File: src/rtl/otf_conv_r4.sv
// Radix-4 on-the-fly converter: turns an MSD-first signed-digit stream into a
// two's-complement integer. Optional illegal-digit flag under OTF_R4_DIGIT_CHECK_EN.
module otf_conv_r4 #(
    parameter int N     = 8,
    parameter int DELAY = 2,
    parameter int W     = 2*N+1
) (
    input  logic         clk,
    input  logic         reset,
    input  logic         en,
    input  logic         start,
    input  logic [2:0]   di,
    output logic [W-1:0] q,
    output logic         busy,
    output logic         done
`ifdef OTF_R4_DIGIT_CHECK_EN
    ,
    output logic         err
`endif
);

    // state | meaning
    // IDLE  | waiting for start
    // SKIP  | discarding producer warm-up digits
    // CONV  | one on-the-fly step per enabled cycle
    // DONE  | q valid, done high for one clock
    typedef enum logic [1:0] {IDLE, SKIP, CONV, DONE} state_t;

    localparam int SW = (DELAY > 1) ? $clog2(DELAY) : 1;
    localparam int CW = (N > 1) ? $clog2(N) : 1;

    state_t         state;
    logic [SW-1:0]  skip_cnt;
    logic [CW-1:0]  dig_cnt;
    logic [W-1:0]   qa, qma;
    logic [W-1:0]   qa4, qma4, d_ext;
    logic [W-1:0]   qa_nx, qma_nx;
    logic           start_ok;

    assign start_ok = en && start && (state == IDLE || state == DONE);

    always_comb begin
        d_ext = {{(W-3){di[2]}}, di};
        qa4   = {qa[W-3:0], 2'b00};
        qma4  = {qma[W-3:0], 2'b00};
        // Negative digits borrow from QMa so no carry ripples through Qa.
        if (!di[2])
            qa_nx = qa4 + d_ext;
        else
            qa_nx = qma4 + W'(4) + d_ext;
        if (!di[2] && (di != 3'b000))
            qma_nx = qa4 + d_ext - W'(1);
        else
            qma_nx = qma4 + W'(3) + d_ext;
    end

    always_ff @(posedge clk) begin
        if (reset) begin
            state    <= IDLE;
            skip_cnt <= '0;
            dig_cnt  <= '0;
            qa       <= '0;
            qma      <= '1;
            q        <= '0;
            busy     <= 1'b0;
            done     <= 1'b0;
`ifdef OTF_R4_DIGIT_CHECK_EN
            err      <= 1'b0;
`endif
        end else begin
            case (state)
                IDLE, DONE: begin
                    done <= 1'b0;
                    if (start_ok) begin
                        qa       <= '0;
                        qma      <= '1;
                        dig_cnt  <= '0;
                        skip_cnt <= '0;
                        busy     <= 1'b1;
                        state    <= (DELAY > 0) ? SKIP : CONV;
`ifdef OTF_R4_DIGIT_CHECK_EN
                        err      <= 1'b0;
`endif
                    end else begin
                        busy  <= 1'b0;
                        state <= IDLE;
                    end
                end
                SKIP: begin
                    if (en) begin
                        if (skip_cnt == SW'(DELAY-1)) begin
                            skip_cnt <= '0;
                            state    <= CONV;
                        end else begin
                            skip_cnt <= skip_cnt + 1'b1;
                        end
                    end
                end
                CONV: begin
                    if (en) begin
                        qa  <= qa_nx;
                        qma <= qma_nx;
`ifdef OTF_R4_DIGIT_CHECK_EN
                        if (di == 3'b100)
                            err <= 1'b1;
`endif
                        if (dig_cnt == CW'(N-1)) begin
                            q     <= qa_nx;
                            busy  <= 1'b0;
                            done  <= 1'b1;
                            state <= DONE;
                        end else begin
                            dig_cnt <= dig_cnt + 1'b1;
                        end
                    end
                end
                default: state <= IDLE;
            endcase
        end
    end

endmodule

File: config.mk
export PLATFORM = sky130hd
export DESIGN_NAME = otf_conv_r4
export DESIGN_NICKNAME = d
export VERILOG_FILES = /design/src/rtl/otf_conv_r4.sv
export SDC_FILE = /design/constraint.sdc
export NUM_CORES = 1
export LEC_CHECK = 0
export BUFFER_PORTS_ARGS = -buffer_cell sky130_fd_sc_hd__clkbuf_2
export CORE_MARGIN = 2
export CORE_UTILIZATION = 62
export CTS_CLUSTER_DIAMETER = 150
export DETAILED_ROUTE_END_ITERATION = 8
export PLACE_DENSITY = 0.81
export SKIP_CTS_REPAIR_TIMING = 1
export SLEW_MARGIN = 20
export SYNTH_ARGS = -nofsm -noshare
export SYNTH_HDL_FRONTEND = slang
export SYNTH_SLANG_ARGS = --single-unit
File: constraint.sdc
create_clock -name clk -period 3.3 [get_ports clk]
set_clock_uncertainty 0.1 [all_clocks]
set_input_delay 0.33 -clock clk [delete_from_list [all_inputs] [get_ports clk]]
set_output_delay 0.33 -clock clk [all_outputs]
set_load 0.02 [all_outputs]
# Yosys cells after proc, flatten, opt, wreduce, memory -nomap -nowiden

Cells that the tools add are included.

Reductions and logical operators: 16
Bitwise gates (word level): 0
Multipliers: 0
Magnitude comparators: 0
Equality and inequality tests: 10
Add/subtract/negate cells: 8
Mux-type cells: 29
Shifts and indexed selects: 0
Div/mod/pow operators: 0

Operators by type and width:

| cell                                                                  | count |
|---|---|
| 15-bit two-way mux                                                    | 5 |
| 15-bit one-hot mux with 2 select lines                                | 2 |
| 17-bit adder                                                          | 2 |
| 17-bit by 3-bit adder with 17-bit output (second input constant)      | 1 |
| 17-bit two-way mux                                                    | 1 |
| 15-bit adder                                                          | 1 |
| 15-bit by 2-bit adder with 15-bit output (second input constant)      | 1 |
| 15-bit by 1-bit subtractor with 15-bit output (second input constant) | 1 |
| 2-bit inequality test (second input constant)                         | 6 |
| 3-bit AND reduction                                                   | 4 |
| 1-bit two-way mux                                                     | 9 |
| 3-bit two-way mux                                                     | 3 |
| 2-bit two-way mux                                                     | 4 |
| 4-bit AND reduction                                                   | 2 |
| 1-bit one-hot mux with 2 select lines                                 | 3 |
| 2-bit one-hot mux with 3 select lines                                 | 1 |
| 3-bit one-hot mux with 2 select lines                                 | 1 |
| 2-bit == test (second input constant)                                 | 2 |
| 2-bit nonzero test                                                    | 2 |
| 3-bit by 1-bit adder with 3-bit output (second input constant)        | 1 |
| 3-bit == test (second input constant)                                 | 1 |
| 1-bit logical AND                                                     | 3 |
| 3-bit nonzero test                                                    | 1 |
| 2-bit by 1-bit == test with 1-bit output (second input constant)      | 1 |
| 5 further kinds                                                       | 5 |

Bits of input ports: 7
Latch bits: 0
Flip-flop bits (word level): 55
Memory bits (writable): 0
Bits in read-only memories: 0
Memories: 0

# Logic depth before layout (Yosys ltp)

Gate-level depths: netlist of the first run.

Word-level depth: 5
Depth in mapped cells: 14
Mapped depth without buffers: 14

# Worst setup path after synthesis of the first run

OpenSTA, ideal clock, no wires.

Path type: input to register
From: input port di[2]
To: register q[15]
Setup slack: 450 ps
Arrival: 2664 ps
Buffers on the path: 0
Stages on the path: 12
Library setup time: 86 ps
Cell sequence: ha_1 > ha_1 > inv_1 > fa_1 > nand2b_1 > a21oi_1 > or4_1 > a41o_1 > o41ai_1 > xnor2_1 > nand2_1 > a211oi_1

Word-level cells in the longest chain between the ends: 2
Elaborated cells between the ends (all ways): 3
Classes of those cells: add/sub (2); mux (1)

RTL lines:

| item                                   | RTL line | text |
|---|---|---|
| start, declared                        | 12       | `input logic [2:0] di,` |
| 17-bit adder, on equally long branches | -        |  |
| 17-bit two-way mux (*)                 | 47       | `if (!di[2])` |
| end signal, assigned                   | 108      | `q <= qa_nx;` |
| end, declared                          | 13       | `output logic [W-1:0] q,` |

Every way passes the cells marked *; elsewhere a longest branch is shown, timed or not.
A chain may end at the register's enable or synchronous reset.

# Worst setup path in the final report of the first run

From: register qma[1]
To: register q[15]

Word-level cells in the longest chain between the ends: 3

RTL lines:

| item                                     | RTL line | text |
|---|---|---|
| start, declared                          | 35       | `logic [W-1:0] qa, qma;` |
| start signal, assigned                   | 102      | `qma <= qma_nx;` |
| 17-bit by 3-bit adder with 17-bit output | 50       | `qa_nx = qma4 + W'(4) + d_ext;` |
| 17-bit adder                             | 50       |  |
| 17-bit two-way mux                       | 47       |  |

No other way between the ends.

==> metrics.md, run 1 <==
| Metric | Value |
|---|---|
| Outcome | `finished, final reports clean` |
| Post-synthesis sequential element count | `55` |
| CP Capture Type | `flop` |
| Final worst path period share | `93.4%` |
| RSZ-0062 raised after global routing | `no` |
| Initial antenna violation count | `0` |
| Fin. Hold Viols | `0` |
| Post-synth top flop | `dfxtp_1` |
| GRT Util Overall | `roughly 27%` |
| Critical-path cell list | `ha_1, ha_1, inv_1, fa_1, nand2b_1, a21oi_1, or4_1, a41o_1, o41ai_1, xnor2_1, nand2_1, a211oi_1` |
| Number of port buffers | `25` |
| Vias in the first global route | `3,617` |
| DP HPWL | `approximately 8000 um` |
| Post-synth EDFFs | `0` |
| Clk Latency, worst-skew pair | `about 320 ps` |
| Drt initial violations | `around 110` |
| Commonest non-fill, non-tap cell in the layout | `nor2_1` |
| Core footprint | `approximately 6800 um^2` |
| Seq/Total Area, Yosys | `about 25%` |
| Clock-pin slew on the worst setup and hold paths | `between 100 and 150 ps` |
| Commonest cells after routing, fill and taps aside | `67 x nor2_1, 55 x dfxtp_1, 47 x nand2_1, 47 x ha_1, 36 x a21oi_1` |
| Synthesized area | `4380 um^2` |
| Cell taking the most area after synthesis | `dfxtp_1` |
| Max incr delay on CP | `between 400 and 500 ps` |
| Clock sink count | `55` |
| VDD IR max | `between 0.2 and 0.3 mV` |
| Routability cong. | `0.930` |
| Synth top area cells | `dfxtp_1 25%, ha_1 13%, nor2_1 5.7%` |
| Largest net degree at the start of global routing | `32` |
| Minimum clock period | `slightly above 3000 ps` |
| Ports | `26` |
| Yosys warnings | `0` |
| CP Data Arrival Time | `about 3200 ps` |
| FMAX | `around 320 MHz` |
| Ant diodes | `0` |
| Top cell type's share of synthesized area | `between 20% and 30%` |
| Critical path launch point type | `flop` |
| Wire length per cell | `~16 um` |
| Cell Rows | `30` |
| Area growth syn-to-layout | `8.54%` |
| Max-slew violations | `0` |
| Worst Path Max Fanout | `4` |
| Slew @ Worst Pin | `718 ps` |
| PD cells | `428 nW/um^2` |
| Antenna-violating nets left | `0` |
| Power Total | `approximately 2 mW` |
| Net count after synthesis | `590` |
| Netlist cell types | `66` |
| Max-cap violations | `0` |
| CTS Buf Count | `5` |
| Die H | `88.1 um` |
| CTS H-tree depth | `2` |
| Pleak | `between 2 and 2.5 nW` |
| Final wirelength | `roughly 10,000 um` |
| CP Class | `reg2reg` |
| Drt pass-1 iters | `4` |
| Clock tree buffer depth | `2` |
| Worst Path Buf+Inv | `1` |
| Final Net Count | `~600` |
| Crit-path most repeated cell | `ha_1` |
| Async SR Flop Fraction | `0%` |
| Fraction of layout cells with a size suffix above 1 | `about an eighth` |
| Mean Syn Cell Area | `between 8 and 9 um^2` |
| Root Driver | `clkbuf_8` |
| Worst Path Required | `3420 ps` |
| CTS tree | `built` |
| Initial Util | `64.1%` |
| Vias per cell | `5.92` |
| Worst hold-check path type | `in2reg` |
| Final setup fails | `0` |
| Rel. slew slack | `around half` |
| First-pass GRT wire length | `around 17,000 um` |
| Die area | `7760 um^2` |
| Vias | `roughly 3,800` |
| Die X | `88.1 um` |
| Critical path's slowest cell | `or4_1` |
| Drt drc | `0` |
| Mapped Cells | `~520` |
| Cell family with most CP delay | `compound AO/OA/AOI/OAI gates` |
| Fin Setup TNS | `0 ps` |
| Grt ovf | `0` |
-- metrics by stage --
stage	setup slack [ps]	util, %	hold slack (ps)	cell area [um^2]	cells
final	218	69.6	208	4760	648
after floorplan	450	-	329	4380	524
after global routing	2.97	69.6	203	4760	648
after global placement	50.2	68.3	344	4660	640
after detailed placement	-22.2	68.3	350	4660	640
after CTS	218	69.6	209	4760	648
-- power by group --
group	total [mW]	internal [mW]	switching, mW
clock	0.389	0.153	0.236
combinational	0.907	0.364	0.543
sequential	0.738	0.705	0.0326
-- logic make-up after synthesis --
logic type,count (synthesis),synth area share (%)
and+or+nand+nor,188,21.3
AOI/OAI and AO/OA,139,21.4
adders and majority gates,59,18.9
DFF,55,25.1
buffers and inverters,38,3.26
xor gates and xnor gates,37,8.17
muxes,8,1.88
-- worst paths after layout --
kind / from / end / slack, ps / cells past startpoint
max: qma[1] / q[15] / 220 / 12
min: start / state[0] / 210 / 3
max reg2reg: qma[1] / q[15] / 220 / 12
min reg2reg: qa[13] / qa[13] / 370 / 2
-- layer usage --
metal  wire (um)  up-vias  track usage (%)
met1        4430     1826             34.9
met4         239        0             8.54
met5           0        -                0
li1            -     1916                -
met3         436       19             5.18
met2        5030       77             46.8
-- cell type report --
cell class / instances / area [um^2]
flip-flops and latches: 55 / 1100
inverters: 18 / 67.6
repair buffers: 40 / 238
fillers: 563 / 2080
well taps: 96 / 120
multi-input cells: 431 / 3140
clock buffers: 5 / 68.8
clock inverters: 3 / 22.5
-- sequential cells by signal (all words and copies together) (netlist names) --
name / cells
done: 1
busy: 1
q: 17
skip_cnt: 1
qma: 15
qa: 15
dig_cnt: 3
state: 2
-- tightest hold or removal path, cell delays in order --
cell      delay [ps]
clkbuf_2         110
nand3_1           70
a311oi_1          80
-- synth_stat cells, types with 3 or more instances --
cell and number:
nor3_1 16, a22oi_1 7, xnor2_1 24, nand2b_1 16
o21ai_1 12, dfxtp_1 55, mux2i_1 6, nand3_1 9
o21ai_0 11, a31oi_1 11, and3_1 5, a21o_1 7
nand2_1 47, xor2_1 10, a21oi_1 36, fa_1 12
o22ai_1 9, inv_1 18, nor2_1 67, and2_1 3
o21bai_1 7, a311oi_1 3, o21a_1 3, ha_1 47
clkbuf_1 18, nor3b_1 3, a211oi_1 12
Note: power is estimated with default switching activity, not from simulation.
==> run 2: changes to the inputs <==
Settings changed: ABC_AREA set to 1, CORE_ASPECT_RATIO set to 1.1, CORE_UTILIZATION 62 to 63, PLACE_DENSITY 0.81 to 0.82.
==> metrics.md, run 2 <==
| Metric | Value |
|---|---|
| Wire length per cell | `16.3 um (+4.3%)` |
| FMAX | `343 MHz (+5.8%)` |
| Ports | `26 (unchanged)` |
| Critical-path cell list | `clkbuf_2, buf_12, ha_1, fa_1, a21oi_1, a21boi_1, o21ai_1, xor2_1, o21ai_0, nand2_1, o211ai_1, inv_1` |
| Top-count cell post-synth | `nand2_1` |
| Met2 usage | `59.2% (+12 points)` |
| GRT Util Overall | `33.8% (+6.5 points)` |
| First-pass GRT wire length | `22,000 um (+31%)` |
| Clock sink count | `55 (unchanged)` |
| P_int | `1.57 mW (+29%)` |
| Root Driver | `clkbuf_8` |
| Post-synth EDFFs | `0 (unchanged)` |
| Die X | `87.4 um (-0.78%)` |
| Ant diodes | `0 (unchanged)` |
| Largest regs | `q: 17 flops, qa: 15 flops, qma: 15 flops` |
| M3 GR Usage | `6.43% (+1.2 points)` |
| Adder-cell share of the synthesized area | `17.2% (-1.7 points)` |
| Post-synthesis sequential element count | `55 (unchanged)` |
| Post-synthesis xor/xnor area fraction | `2.00% (-6.2 points)` |
| CTS H-tree depth | `2 (unchanged)` |
| Largest net degree at the start of global routing | `29 (-9.4%)` |
| Top cell type's share of synthesized area | `22.9% (-2.3 points)` |
| Final worst path period share | `88.3% (-5.1 points)` |
| Mux contribution to synthesized area | `0% (-1.9 points)` |
| Clock share of power | `15.6% (-3.5 points)` |
| Max-cap violations | `0 (unchanged)` |
| Commonest non-fill, non-tap cell in the layout | `nand2_1` |
| Synthesized area | `4820 um^2 (+9.9%)` |
| Reg2reg path depth | `10 (-2)` |
| DP HPWL | `10,800 um (+36%)` |
| Biggest register | `q` |
| Area growth syn-to-layout | `7.14%` |
| Commonest cells after routing, fill and taps aside | `184 x nand2_1, 90 x inv_1, 60 x nand3_1, 60 x a21oi_1, 55 x dfxtp_1` |
| CTS tree | `built` |
| Sw Pwr | `1.54 mW (+90%)` |
| Vias per cell | `5.88 (-0.66%)` |
| Grt met1 use | `39.4% (+4.4 points)` |
| Initial antenna violation count | `0 (unchanged)` |
| Seq/Total Area, Yosys | `22.9% (-2.3 points)` |
| Grt ovf | `0 (unchanged)` |
| Async SR Flop Fraction | `0% (unchanged)` |
| Post-synth top flop | `dfxtp_1` |
| Mean Syn Cell Area | `6.65 um^2 (-20%)` |
| Final Net Count | `814 (+32%)` |
| Post-synthesis compound-gate area fraction | `19.3% (-2.1 points)` |
| Post-route cell area | `5160 um^2 (+8.5%)` |
| Max reg flops | `17 (unchanged)` |
| Vias in the first global route | `4,766 (+32%)` |
| Top Usage Layer GRT | `met2` |
| Synth top area cells | `dfxtp_1 23%, nand2_1 14%, ha_1 12%` |
| Max-slew violations | `0 (unchanged)` |
| Net count after synthesis | `790 (+34%)` |
| Mapped Cells | `724 (+38%)` |
| Drt pass-1 iters | `7 (+3)` |
| Pleak | `2.55 nW (+27%)` |
| Outcome | `finished, final reports clean` |
| Fraction of layout cells with a size suffix above 1 | `9.61% (-3.1 points)` |
| CTS Buf Count | `5 (unchanged)` |
| Critical path's slowest cell | `fa_1` |
| Initial Util | `64.8% (+0.68 points)` |
| Fin Setup TNS | `0 ps (unchanged)` |
| Final wirelength | `13,600 um (+35%)` |
| List of most frequent post-synthesis cells | `184 x nand2_1, 90 x inv_1, 60 x a21oi_1, 60 x nand3_1, 55 x dfxtp_1` |
| Rel. slew slack | `55.1% (+3.1 points)` |
| Simple-gate area share of the yosys netlist | `29.0% (+7.7 points)` |
| RSZ-0062 raised after global routing | `no` |
| Worst Path Max Fanout | `13 (+9)` |
| CP Class | `in2reg` |
| Comb pwr share | `57.8% (+13 points)` |
| PD cells | `604 nW/um^2 (+41%)` |
| Cell taking the most area after synthesis | `dfxtp_1` |
| Vias | `4,919 (+28%)` |
| Max incr delay on CP | `520 ps (+80 ps)` |
| Cell Rows | `33 (+10%)` |
| Seq pwr share | `26.6% (-9.7 points)` |
| Placed Area | `5050 um^2 (+8.2%)` |
| Minimum clock period | `2910 ps (-169 ps)` |
| Slew @ Worst Pin | `673 ps (-44.2 ps)` |
| Clock tree buffer depth | `2 (unchanged)` |
| Yosys warnings | `0 (unchanged)` |
| Antenna-violating nets left | `0 (unchanged)` |
| Drt drc | `0 (unchanged)` |
| Netlist cell types | `40 (-39%)` |
| Cells on Worst Hold Path | `3 (unchanged)` |
| Main combinational cell family by area after synthesis | `simple AND/OR/NAND/NOR gates` |
| Clock-pin slew on the worst setup and hold paths | `110 ps (about the same)` |
| CP Data Arrival Time | `3030 ps (-170 ps)` |
| Fin. Hold Viols | `0 (unchanged)` |
| Worst Path Required | `3420 ps (about the same)` |
| Switch share | `49.5% (+9.6 points)` |
| Core footprint | `7430 um^2 (+8.8%)` |
| VDD IR max | `0.447 mV (+67%)` |
| Final setup fails | `0 (unchanged)` |
| Clk Latency, worst-skew pair | `320 ps (about the same)` |
| Critical path launch point type | `input pin` |
| Drt initial violations | `299 (+160%)` |
| Routability cong. | `0.981 (+5.5%)` |
| Number of port buffers | `25 (unchanged)` |
| Worst hold-check path type | `in2reg` |
| Die area | `8360 um^2 (+7.8%)` |
| Die H | `95.7 um (+8.7%)` |
| WHS | `156 ps (-52.0 ps)` |
| CP Capture Type | `flop` |
[run 2: changes by cell type in the layout (fill, tap and decap cells not counted), moves of 8 or more]
cell,previous run,this run
nand2_1,47,184
inv_1,18,90
nand3_1,9,60
o21ai_0,11,54
nor2_1,67,41
a21oi_1,36,60
xnor2_1,24,5
nand2b_1,16,0
nor3_1,16,2
nand2_2,1,10
a31oi_1,11,3
[run 2: area by class of cell]
class                           count  area, um^2
Multi-Input combinational cell    553        3250
Sequential cell                    55        1100
Tap cell                           87         109
Clock inverter                      3        46.3
Clock buffer                        5        68.8
Inverter                           97         364
Timing Repair Buffer               36         220
Fill cell                         670        2270
[run 2: per-layer routing]
metal | vias to the layer above | wire (um)
li1 | 2431 | -
met1 | 2258 | 5490
met2 | 177 | 6570
met3 | 53 | 832
met4 | 0 | 727
met5 | - | 0
[run 2: kinds of logic after synthesis]
family / Yosys count
buf+inv: 116
xor+xnor: 11
fa+ha+maj: 59
compound gates: 165
flops: 55
simple gates: 318
[run 2: metrics by stage]
step | total power [mW] | worst slack, ps | instances | utilization [%]
floorplan | 2.15 | 887 | 724 | -
detailed placement | 2.60 | 87.6 | 828 | 67.9
global route | 3.36 | 275 | 836 | 69.4
CTS | 3.07 | 420 | 836 | 69.4
finish | 3.12 | 387 | 836 | 69.4
global placement | 2.55 | 106 | 828 | 67.9
[run 2: path summary, 6_finish.rpt]
check             startpoint    end  slack [ps]
setup reg to reg      qma[4]  q[10]         560
hold reg to reg         q[2]   q[2]         370
setup / recovery       di[2]  q[10]         390
hold / removal         start   busy         160
[run 2: critical path, delay by kind of cell]
| kind | cells | cell delay, ps |
|---|---|---|
| AND/OR/NAND/NOR | 1 | 100 |
| AO/OA/AOI/OAI | 5 | 1090 |
| adder cells (fa/ha/maj) | 2 | 740 |
| buffers and inverters | 3 | 570 |
| XOR/XNOR | 1 | 190 |
[run 2: power groups by stage]
stage / clock [mW] / sequential, mW / combinational [mW]
after global routing: 0.502 / 0.837 / 2.02
final: 0.485 / 0.830 / 1.80
after global placement: 0 / 0.840 / 1.71
after floorplan: 0 / 0.821 / 1.33
after CTS: 0.479 / 0.828 / 1.76
after detailed placement: 0 / 0.844 / 1.75
==> run 3: changes to the inputs <==
Settings changed: ABC_AREA 1 to not set, CORE_UTILIZATION 63 to 40, PLACE_DENSITY 0.82 to not set, SETUP_SLACK_MARGIN set to 0.4.
==> metrics.md, run 3 (synthesis gave the netlist of run 1 again) <==
| Metric | Value |
|---|---|
| DP HPWL | `8520 um (-21%)` |
| Clock-pin slew on the worst setup and hold paths | `80 ps (-30 ps)` |
| Reg2reg setup slack | `430 ps (-130 ps)` |
| Cell family with most CP delay | `compound AO/OA/AOI/OAI gates` |
| Clk Latency, worst-skew pair | `300 ps (-20 ps)` |
| Largest regs | `q: 17 flops, qa: 15 flops, qma: 15 flops` |
| Fin Setup TNS | `0 ps (unchanged)` |
| Max-cap violations | `0 (unchanged)` |
| Worst Hold End | `state[0]` |
| Post-route worst setup slack | `433 ps (+46.1 ps)` |
| Reg2Reg Launch Point | `qma[3]` |
| Final wirelength | `11,200 um (-18%)` |
| Worst hold-check path type | `in2reg` |
| Grt ovf | `0 (unchanged)` |
| Core footprint | `10,800 um^2 (+45%)` |
| Area growth syn-to-layout | `16.9%` |
| Worst Path Buf+Inv | `1 (-2)` |
| Initial Util | `40.5% (-24 points)` |
| Post-place setup slack | `71.1 ps (-16.5 ps)` |
| Routability cong. | `0.860 (-12%)` |
| Drt initial violations | `143 (-52%)` |
| Die X | `104 um (+19%)` |
| Die area | `11,800 um^2 (+41%)` |
| Worst Path Max Fanout | `3 (-10)` |
| PD cells | `444 nW/um^2 (-27%)` |
| Worst Path Required | `3410 ps (about the same)` |
| Drt pass-1 iters | `4 (-3)` |
| Fraction of layout cells with a size suffix above 1 | `19.4% (+9.8 points)` |
| CTS Buf Count | `5 (unchanged)` |
| Crit path from | `qma[3]` |
| Vias in the first global route | `3,767 (-21%)` |
| Fin. Hold Viols | `0 (unchanged)` |
| CP Data Arrival Time | `2980 ps (-50 ps)` |
| Slew @ Worst Pin | `761 ps (+88.1 ps)` |
| Wire length per cell | `15.7 um (-3.6%)` |
| Hold Path Origin | `start` |
| Reg2reg path depth | `10 (unchanged)` |
| Clock sink count | `55 (unchanged)` |
| Commonest cells after routing, fill and taps aside | `66 x nor2_1, 50 x dfxtp_1, 46 x nand2_1, 41 x ha_1, 34 x a21oi_1` |
| CTS H-tree depth | `2 (unchanged)` |
| Pleak | `2.10 nW (-18%)` |
| Critical path's slowest cell | `fa_2` |
| Commonest non-fill, non-tap cell in the layout | `nor2_1` |
| VDD IR max | `0.216 mV (-52%)` |
| RR Endpoint | `q[14]` |
| RSZ-0062 raised after global routing | `yes` |
| Clock tree buffer depth | `2 (unchanged)` |
| CTS tree | `built` |
| Vias per cell | `5.38 (-8.6%)` |
| Biggest register | `q` |
| Max-slew violations | `0 (unchanged)` |
| Antenna-violating nets left | `0 (unchanged)` |
| Initial antenna violation count | `0 (unchanged)` |
| Die H | `114 um (+19%)` |
| Cell Rows | `40 (+21%)` |
| CP Capture Type | `flop` |
| Ports | `26 (unchanged)` |
| GRT Util Overall | `18.9% (-15 points)` |
| Number of port buffers | `25 (unchanged)` |
| Max incr delay on CP | `500 ps (-20 ps)` |
| Cells on Worst Hold Path | `3 (unchanged)` |
| Final Net Count | `631 (-22%)` |
| Critical path launch point type | `flop` |
| Final worst path period share | `86.9% (-1.4 points)` |
| Vias | `3,834 (-22%)` |
| Critical-path cell list | `ha_4, fa_2, buf_6, nand2_2, o211ai_1, a2111o_1, a311oi_2, xnor2_1, mux2i_1, a211oi_1` |
| FMAX | `349 MHz (+1.6%)` |
| Rel. slew slack | `49.0% (-6.0 points)` |
| Root Driver | `clkbuf_16` |
| First-pass GRT wire length | `18,200 um (-17%)` |
| Outcome | `finished, final reports clean` |
| Final setup fails | `0 (unchanged)` |
| CP Class | `reg2reg` |
| Largest net degree at the start of global routing | `38 (+31%)` |
| Minimum clock period | `2870 ps (-46.1 ps)` |
| Max reg flops | `17 (unchanged)` |
| Ant diodes | `0 (unchanged)` |
| Drt drc | `0 (unchanged)` |
-- run 3: cell types whose count changed in the layout (fill, tap and decap cells not counted), sizes merged, moves of 16 or more --
cell,previous run,this run
nand3,63,11
nand2b,0,16
nor2,44,67
xnor2,5,25
buf,11,29
inv,97,19
o21ai,64,23
nand2,196,49
a21oi,63,38
-- run 3: worst max-delay path by stage --
stage | end | cells past startpoint
finish | q[14] | 10
global route | q[14] | 9
CTS | q[15] | 12
detailed placement | q[15] | 12
global placement | q[15] | 12
floorplan | q[15] | 12
-- run 3: area by class of cell --
type / instances / area, um^2
clock buffers: 5 / 125
multi-input cells: 431 / 3250
repair buffers: 54 / 362
fillers: 1090 / 5690
clock inverters: 3 / 27.5
flip-flops and latches: 55 / 1110
inverters: 18 / 67.6
well taps: 147 / 184
-- run 3: metal layers --
metal  vias to the layer above  global-route usage, %  wire [um]
li1                       1943                      -          -
met3                        13                   2.23        219
met5                         -                      0          0
met1                      1829                   22.2       4830
met2                        49                   36.4       5970
met4                         0                   4.95        174
-- run 3: power breakdown --
part	internal (mW)	leakage, nW	switching (mW)
Combinational	0.409	1.59	0.570
Sequential	0.705	0.443	0.0320
Clock	0.289	0.0719	0.270
-- run 3: worst reg2reg max path: stages, from the launching register on --
cell,delay [ps]
dfxtp_4,360
ha_4,170
fa_2,500
buf_6,150
nand2_2,60
o211ai_1,130
a2111o_1,430
a311oi_2,360
xnor2_1,170
mux2i_1,120
a211oi_1,250
-- run 3: per-stage QoR --
| stage | power [mW] | instances | hold WS [ps] | instance area [um^2] | utilization, % |
|---|---|---|---|---|---|
| after CTS | 2.24 | 707 | 211 | 4950 | 45.8 |
| after floorplan | 1.43 | 524 | 329 | 4380 | - |
| final | 2.27 | 713 | 216 | 5120 | 47.4 |
| after global placement | 1.66 | 699 | 346 | 4800 | 44.4 |
| after global routing | 2.42 | 713 | 231 | 5120 | 47.4 |
| after detailed placement | 1.68 | 699 | 352 | 4800 | 44.4 |
